===== src/rtl/alu_pkg.sv =====
// Shared encodings for the ALU control path: ALUctl codes, ALUOp/funct codes, issue-stage states.
package alu_pkg;

    localparam logic [3:0] CTL_AND = 4'b0000;
    localparam logic [3:0] CTL_OR  = 4'b0001;
    localparam logic [3:0] CTL_ADD = 4'b0010;
    localparam logic [3:0] CTL_SUB = 4'b0110;
    localparam logic [3:0] CTL_SLT = 4'b0111;
    localparam logic [3:0] CTL_NOR = 4'b1100;

    localparam logic [1:0] OP_MEM    = 2'b00;
    localparam logic [1:0] OP_BRANCH = 2'b01;
    localparam logic [1:0] OP_RTYPE  = 2'b10;
    localparam logic [1:0] OP_RSVD   = 2'b11;

    localparam logic [5:0] FN_ADD = 6'b100000;
    localparam logic [5:0] FN_SUB = 6'b100010;
    localparam logic [5:0] FN_AND = 6'b100100;
    localparam logic [5:0] FN_OR  = 6'b100101;
    localparam logic [5:0] FN_SLT = 6'b101010;
    localparam logic [5:0] FN_NOR = 6'b100111;

    typedef enum logic [1:0] {
        ST_EMPTY = 2'b00,
        ST_ONE   = 2'b01,
        ST_FULL  = 2'b10
    } stage_state_e;

endpackage


===== src/rtl/alu_ctl_decode.sv =====
// Pure combinational ALUOp/funct -> ALUctl translation; also serves as the reference model in the ALU bench.
module alu_ctl_decode
    import alu_pkg::*;
(
    input  logic [1:0] i_alu_op,
    input  logic [5:0] i_funct,
    output logic [3:0] o_alu_ctl,
    output logic       o_illegal
);

    always_comb begin
        o_alu_ctl = CTL_AND;
        o_illegal = 1'b0;
        case (i_alu_op)
            OP_MEM:    o_alu_ctl = CTL_ADD;
            OP_BRANCH: o_alu_ctl = CTL_SUB;
            OP_RTYPE: begin
                case (i_funct)
                    FN_ADD:  o_alu_ctl = CTL_ADD;
                    FN_SUB:  o_alu_ctl = CTL_SUB;
                    FN_AND:  o_alu_ctl = CTL_AND;
                    FN_OR:   o_alu_ctl = CTL_OR;
                    FN_SLT:  o_alu_ctl = CTL_SLT;
                    FN_NOR:  o_alu_ctl = CTL_NOR;
                    default: o_illegal = 1'b1;
                endcase
            end
            default: o_illegal = 1'b1;
        endcase
    end

endmodule


===== src/rtl/alu_control_stage.sv =====
// Registered issue stage feeding the ALU: decode, operand select, two-entry skid buffer, illegal-op counter.
//   state    | meaning
//   ST_EMPTY | no entry held, outputs invalid
//   ST_ONE   | main register holds the presented entry
//   ST_FULL  | main presented, skid holds the next entry; upstream stalled
module alu_control_stage
    import alu_pkg::*;
#(
    parameter int WIDTH = 32,
    parameter int CNT_W = 16
) (
    input  logic             clk,
    input  logic             reset,
    input  logic             inValid,
    output logic             inReady,
    input  logic [1:0]       ALUOp,
    input  logic [5:0]       funct,
    input  logic             aluSrc,
    input  logic [WIDTH-1:0] rsData,
    input  logic [WIDTH-1:0] rtData,
    input  logic [WIDTH-1:0] immExt,
    output logic             outValid,
    input  logic             outReady,
    output logic [WIDTH-1:0] a,
    output logic [WIDTH-1:0] b,
    output logic [3:0]       ALUctl,
    output logic             illegal,
    output logic [CNT_W-1:0] illegalCount
);

    stage_state_e     r_state;
    stage_state_e     w_state_nxt;
    logic             r_in_ready;
    logic             w_accept;
    logic             w_consume;
    logic             w_load_main_new;
    logic             w_load_skid;
    logic             w_main_from_skid;

    logic [3:0]       w_ctl;
    logic             w_ill;
    logic [WIDTH-1:0] w_b;

    logic [WIDTH-1:0] r_main_a;
    logic [WIDTH-1:0] r_main_b;
    logic [3:0]       r_main_ctl;
    logic             r_main_ill;
    logic [WIDTH-1:0] r_skid_a;
    logic [WIDTH-1:0] r_skid_b;
    logic [3:0]       r_skid_ctl;
    logic             r_skid_ill;
    logic [CNT_W-1:0] r_ill_cnt;

    alu_ctl_decode u_decode (
        .i_alu_op  (ALUOp),
        .i_funct   (funct),
        .o_alu_ctl (w_ctl),
        .o_illegal (w_ill)
    );

    assign w_b       = aluSrc ? immExt : rtData;
    assign outValid  = (r_state != ST_EMPTY);
    assign w_accept  = inValid & r_in_ready;
    assign w_consume = outValid & outReady;

    always_comb begin
        w_state_nxt      = r_state;
        w_load_main_new  = 1'b0;
        w_load_skid      = 1'b0;
        w_main_from_skid = 1'b0;
        case (r_state)
            ST_EMPTY: begin
                if (w_accept) begin
                    w_state_nxt     = ST_ONE;
                    w_load_main_new = 1'b1;
                end
            end
            ST_ONE: begin
                if (w_accept && !w_consume) begin
                    w_state_nxt = ST_FULL;
                    w_load_skid = 1'b1;
                end else if (!w_accept && w_consume) begin
                    w_state_nxt = ST_EMPTY;
                end else if (w_accept && w_consume) begin
                    w_load_main_new = 1'b1;
                end
            end
            ST_FULL: begin
                if (w_consume) begin
                    w_state_nxt      = ST_ONE;
                    w_main_from_skid = 1'b1;
                end
            end
            default: w_state_nxt = ST_EMPTY;
        endcase
    end

    // inReady is a flop loaded from the next state so it never depends on inputs combinationally.
    always_ff @(posedge clk) begin
        if (reset) begin
            r_state    <= ST_EMPTY;
            r_in_ready <= 1'b1;
        end else begin
            r_state    <= w_state_nxt;
            r_in_ready <= (w_state_nxt != ST_FULL);
        end
    end

    always_ff @(posedge clk) begin
        if (reset) begin
            r_main_a   <= '0;
            r_main_b   <= '0;
            r_main_ctl <= 4'b0000;
            r_main_ill <= 1'b0;
            r_skid_a   <= '0;
            r_skid_b   <= '0;
            r_skid_ctl <= 4'b0000;
            r_skid_ill <= 1'b0;
        end else begin
            if (w_load_main_new) begin
                r_main_a   <= rsData;
                r_main_b   <= w_b;
                r_main_ctl <= w_ctl;
                r_main_ill <= w_ill;
            end else if (w_main_from_skid) begin
                r_main_a   <= r_skid_a;
                r_main_b   <= r_skid_b;
                r_main_ctl <= r_skid_ctl;
                r_main_ill <= r_skid_ill;
            end
            if (w_load_skid) begin
                r_skid_a   <= rsData;
                r_skid_b   <= w_b;
                r_skid_ctl <= w_ctl;
                r_skid_ill <= w_ill;
            end
        end
    end

    always_ff @(posedge clk) begin
        if (reset) begin
            r_ill_cnt <= '0;
        end else if (w_accept && w_ill && (r_ill_cnt != {CNT_W{1'b1}})) begin
            r_ill_cnt <= r_ill_cnt + {{(CNT_W-1){1'b0}}, 1'b1};
        end
    end

    assign inReady      = r_in_ready;
    assign a            = r_main_a;
    assign b            = r_main_b;
    assign ALUctl       = r_main_ctl;
    assign illegal      = r_main_ill;
    assign illegalCount = r_ill_cnt;

endmodule


===== config.mk =====
export PLATFORM = sky130hd
export DESIGN_NAME = alu_control_stage
export DESIGN_NICKNAME = d
export VERILOG_FILES = /design/src/rtl/alu_pkg.sv /design/src/rtl/alu_ctl_decode.sv /design/src/rtl/alu_control_stage.sv
export SDC_FILE = /design/constraint.sdc
export NUM_CORES = 1
export LEC_CHECK = 0
export ABC_AREA = 1
export BUFFER_PORTS_ARGS = -buffer_cell sky130_fd_sc_hd__buf_2
export CAP_MARGIN = 20
export CORE_MARGIN = 2
export CORE_UTILIZATION = 40
export CTS_CLUSTER_DIAMETER = 200
export CTS_CLUSTER_SIZE = 8
export DETAILED_ROUTE_END_ITERATION = 8
export GPL_TIMING_DRIVEN = 0
export PLACE_DENSITY = 0.7
export RECOVER_POWER = 25
export SETUP_SLACK_MARGIN = 0.3
export SLEW_MARGIN = 20
export SYNTH_ARGS = -nofsm -noshare
export SYNTH_HDL_FRONTEND = slang
export SYNTH_HIERARCHICAL = 1
export SYNTH_SLANG_ARGS = --single-unit

===== constraint.sdc =====
create_clock -name clk -period 2.35 [get_ports clk]
set_input_delay 0.1175 -clock clk [delete_from_list [all_inputs] [get_ports clk]]
set_output_delay 0.1175 -clock clk [all_outputs]
set_load 0.01 [all_outputs]

After elaboration in Yosys (flattened, before gate mapping)
Index checks and enable logic that the tools add are counted.
W data, S select, Z words.
Word-level totals
  word-level logic and storage cells: 66
  bits in registers: 157
  bits of input ports: 109
  output and inout port bits: 87
Cells by class
  reduce and logical (&&, ||, !) cells: 13
  $add $sub $neg: 1
  eq/ne operators: 12
  bitwise operators: 2
  mux-type cells: 27
Operator list (number)
  $mux W32: 5
  $eq A6 B6 Y1 const B: 6
  $pmux W4 S5: 1
  $add A16 B1 Y16 const B: 1
  $ne A16 B16 Y1 const B: 1
  $pmux W4 S3: 1
  $mux W1: 11
  $mux W2: 4
  $mux W4: 2
  $pmux W2 S3: 1
  $reduce_or A6 Y1: 1
  $logic_and A1 B1 Y1: 5
  $eq A2 B1 Y1 const B: 2
  $eq A2 B2 Y1 const B: 2
  $logic_not A2 Y1: 2
  $pmux W1 S2: 2
  $reduce_bool A2 Y1: 2
  $and A1 B1 Y1: 2
  $logic_not A1 Y1: 2
  $ne A2 B2 Y1 const B: 1
  $reduce_or A2 Y1: 1

Longest topological paths before layout
  depth in word-level cells: 8
  gate-level depth with buffers: 12
  gate-level depth less buffers: 12

Cells and area by module
The synthesis kept the hierarchy.
Modules (own cells, without submodules)
  alu_control_stage: cells an instance 942, area each 6566.3 um2, times used 1, seq. area each 3143.0 um2
  alu_ctl_decode: cells an instance 26, area each 132.6 um2, times used 1, seq. area each 0.0 um2

Worst setup path after synthesis
OpenSTA, ideal clock, no wires.
  path type: register to register
  start: register r_ill_cnt[0], in the netlist illegalCount[0]
  end: register r_ill_cnt[11], in the netlist illegalCount[11]
  setup time: 0.132 ns
  arrival time: 1.459 ns
  path slack: 0.758 ns
  stages on the path, launching flop included: 10
  clock period less this slack: 1.592 ns
  path buffers: 1
  path through: dfxtp_1 -> ha_1 -> nand2_1 -> nor2_1 -> nand2_1 -> nor2_1 -> nor2_4 -> buf_4 -> nand2_1 -> a21oi_1
Between the ends
  word-level cells in the longest chain between the ends: 2
RTL lines
  start, declared: RTL line alu_control_stage.sv:52  | logic [CNT_W-1:0] r_ill_cnt;
  start signal, assigned: RTL line alu_control_stage.sv:144  | r_ill_cnt <= r_ill_cnt + {{(CNT_W-1){1'b0}}, 1'b1};
  parallel branches: the longest is 2 deep, another holds $add A16 B1 Y16
Parallel ways; which one is timed is not known.
A chain may end at the register's enable or synchronous reset.

Final worst setup path
  start: register r_ill_cnt[0], in the netlist illegalCount[0]
  end: register r_ill_cnt[2], in the netlist illegalCount[2]
Same word-level chain as after synthesis.

==> flow_summary_export.csv <==
group,metric,value,unit
timing,hold_violations,0,
yosys,yosysTopAreaCell,"dfxtp_1",
setup_path,critPathKind,"reg2reg",
global_route,grt_util_all_layers,0.220,
timing,timing.final.crit_share,0.776,
layout,fin_util,0.531,
route,wirelength,19400,um
yosys,yosysSeqAreaShare,0.469,
route,num_vias,7024,
floorplan,ioPinCount,196,
power,power_density,713,nW/um2
clocking,clock_sinks,157,
yosys,synth_top_area_share,0.469,
run,cap_violations,0,
place,dpl.hpwl,14100,um
setup_path,arrival,2.17,ns
power,seqPwrFrac,0.460,
clocking,clk_path_buf_depth,2,
timing,tightestPinTransition,0.607,ns
clocking,cts_inserted_buffers,17,
yosys,yosysUniqueCellTypes,30,
layout,synthToLayoutAreaGrowth,30.5,%
clocking,clk_latency,0.43,ns
power,p_leak,3.56,nW
hold_path,holdCritStartpoint,"outReady",
global_route,met2_usage,0.373,
timing,fin_worst_skew,0.00953,ns
yosys,avgSynthCellArea,6.92,um2
timing,slew_violations,0,
route,drc,0,
place,gp_routability_congestion,0.894,
place,placed_area,7950,um2
clocking,ctsResizeCount,0,
global_route,grt_max_degree,17,
global_route,grt_use_met3,0.0491,
power,p_int,4.60,mW
global_route,grt_pass1_wl,31200,um
layout,antenna_cells,0,
global_route,top_usage_layer,"met2",
floorplan,die_w,133,um
floorplan,fp.dieH,133,um
global_route,gr-total-overflow,0,
power,p_clk_frac,0.418,
yosys,netlist_instances,968,
yosys,synth.cell_area,6700,um2
power,p_sw,1.63,mW
setup_path,reg2reg_to,"illegalCount[2]",
timing,setup_viol,0,
clocking,clk_pin_slew,0.06,ns
setup_path,worst-path-max-fanout,10,
route,vias_per_cell,4.86,
hold_path,min_to,"inReady",
route,drt_iter0_markers,326,
global_route,antenna_found_initial,1,
yosys,yosys-top-cells-area,"dfxtp_1 47%, nand2_1 17%, nor2_1 9.1%",
timing,period_minus_slack,1.82,ns
layout,fin_nets,1323,
hold_path,hp-class,"in2reg",
yosys,ys_warn_count,6,
timing,slew_headroom,0.595,
place,port_buffers,194,
global_route,grt_pass1_vias,6411,
floorplan,core_area,16500,um2
hold_path,holdPathStages,3,
route,routedWlPerCell,13.4,um
route,postRouteAntennaNets,0,
floorplan,initial_core_util,0.407,
clocking,cts_root_buf,"clkbuf_16",
setup_path,reg2regPathDepth,7,
setup_path,end_kind,"flip-flop",
power,power_switching_share,0.262,
global_route,use_met1,0.278,
layout,fin_area,8740,um2
setup_path,r2r-start,"illegalCount[0]",
status,status,"finished clean",
yosys,synth.ff_latch_count,157,
timing,totalNegativeSetupSlack,0,ns
clocking,tritoncts,"built",
clocking,htreeDepth,4,
setup_path,r2r_slack,0.53,ns
layout,layout-drive-gt1-share,0.156,
power,combPwrFrac,0.122,
floorplan,fp-row-count,47,
setup_path,cp.required,2.70,ns
power,peakVddDrop,500,uV
yosys,syn_nets,1078,
timing,rsz0062_at_grt,"no",
route,first_pass_iters,5,
floorplan,dieArea,17800,um2
setup_path,worstSetupStartpointType,"flip-flop",
timing,fmax,0.548,GHz
## power by group through the flow
stage | clock network, mW | logic (mW) | registers (mW)
floorplan | 0 | 0.383 | 2.95
global placement | 0 | 0.730 | 2.92
detailed placement | 0 | 0.739 | 2.92
CTS | 2.64 | 0.782 | 2.87
global route | 2.73 | 0.857 | 2.88
finish | 2.61 | 0.761 | 2.87
## Yosys cell counts, drive strengths merged
cell type    n
nand2      301
nor2       170
dfxtp      157
o21ai      105
a31oi       69
inv         55
clkbuf      44
buf         16
a21oi       15
nand3       14
nand4        8
xor2         4
xnor2        3
nor3         2
a221oi       1
ha           1
nand3b       1
nor3b        1
o211ai       1
## cells in the final DEF (no fill, tap or decap), drive strengths merged
cell	instances
nand3	14
o211ai	1
a221oi	1
xor2	4
clkinv	5
nand4	8
a31oi	69
nor3	2
clkinvlp	3
nand2	301
nor2	170
nor3b	1
xnor2	3
ha	1
nand3b	1
inv	56
clkbuf	127
dfxtp	157
o21ai	105
dlygate4sd3	32
buf	149
a21oi	15
bufinv	1
## what timing repair did
action,in CTS,in global routing
hold endpoints to repair,64,0
setup buffers,0,0
hold buffers,32,0
## layer usage
metal	vias to the layer above	part of all wire
met5	-	0.00067
met4	2	0.012
met3	21	0.051
met2	194	0.48
met1	3190	0.46
li1	3617	-
## state kept, by name (all words and copies together) (netlist names)
| register | flops |
|---|---|
| ALUctl | 4 |
| a | 32 |
| b | 32 |
| illegal | 1 |
| illegalCount | 16 |
| inReady | 1 |
| r_skid_a | 32 |
| r_skid_b | 32 |
| r_skid_ctl | 4 |
| r_skid_ill | 1 |
| r_state | 2 |
## per-stage QoR
step	total power [mW]	hold WS [ns]	std cells	setup slack, ns
after global routing	6.47	0.0622	1446	0.310
after CTS	6.29	0.00342	1446	0.507
final	6.23	0.00973	1446	0.526
after detailed placement	3.66	0.397	1382	0.375
after global placement	3.65	0.385	1382	0.429
after floorplan	3.33	0.275	968	0.758
## cells by family after synthesis
kind of cell             share of synthesized area
AND/OR/NAND/NOR                              0.293
AO/OA/AOI/OAI                                0.158
XOR/XNOR                                   0.00915
flip-flops                                   0.469
buffers and inverters                       0.0687
adder cells (fa/ha/maj)                    0.00187
## worst max-delay path, stage by stage, from the launching register on
cell and delay (ns):
dfxtp_1 0.46, ha_1 0.25, nand2_1 0.06, nor2_1 0.18, nand2_1 0.13, o21ai_2 0.43
nand2_1 0.09, a21oi_1 0.16
## how the worst max path moves through the flow
stage	startpoint	endpoint	slack, ns	depth (start not counted)
after global placement	funct[2]	illegalCount[14]	0.43	13
after global routing	illegalCount[0]	illegalCount[14]	0.31	7
after detailed placement	funct[2]	illegalCount[2]	0.37	13
after floorplan	illegalCount[0]	illegalCount[11]	0.76	9
after CTS	illegalCount[0]	illegalCount[2]	0.51	7
final	illegalCount[0]	illegalCount[2]	0.53	7
## area by class of cell
cell class	instances	area, um2
fill	1679	7720
sequential	157	3140
multi-input combinational	696	3100
timing repair buffer	226	1210
clock buffer	22	464
tap	220	275
buffer	60	254
inverter	55	206
clock inverter	10	90.1
Power figures use the tool's default switching activity.
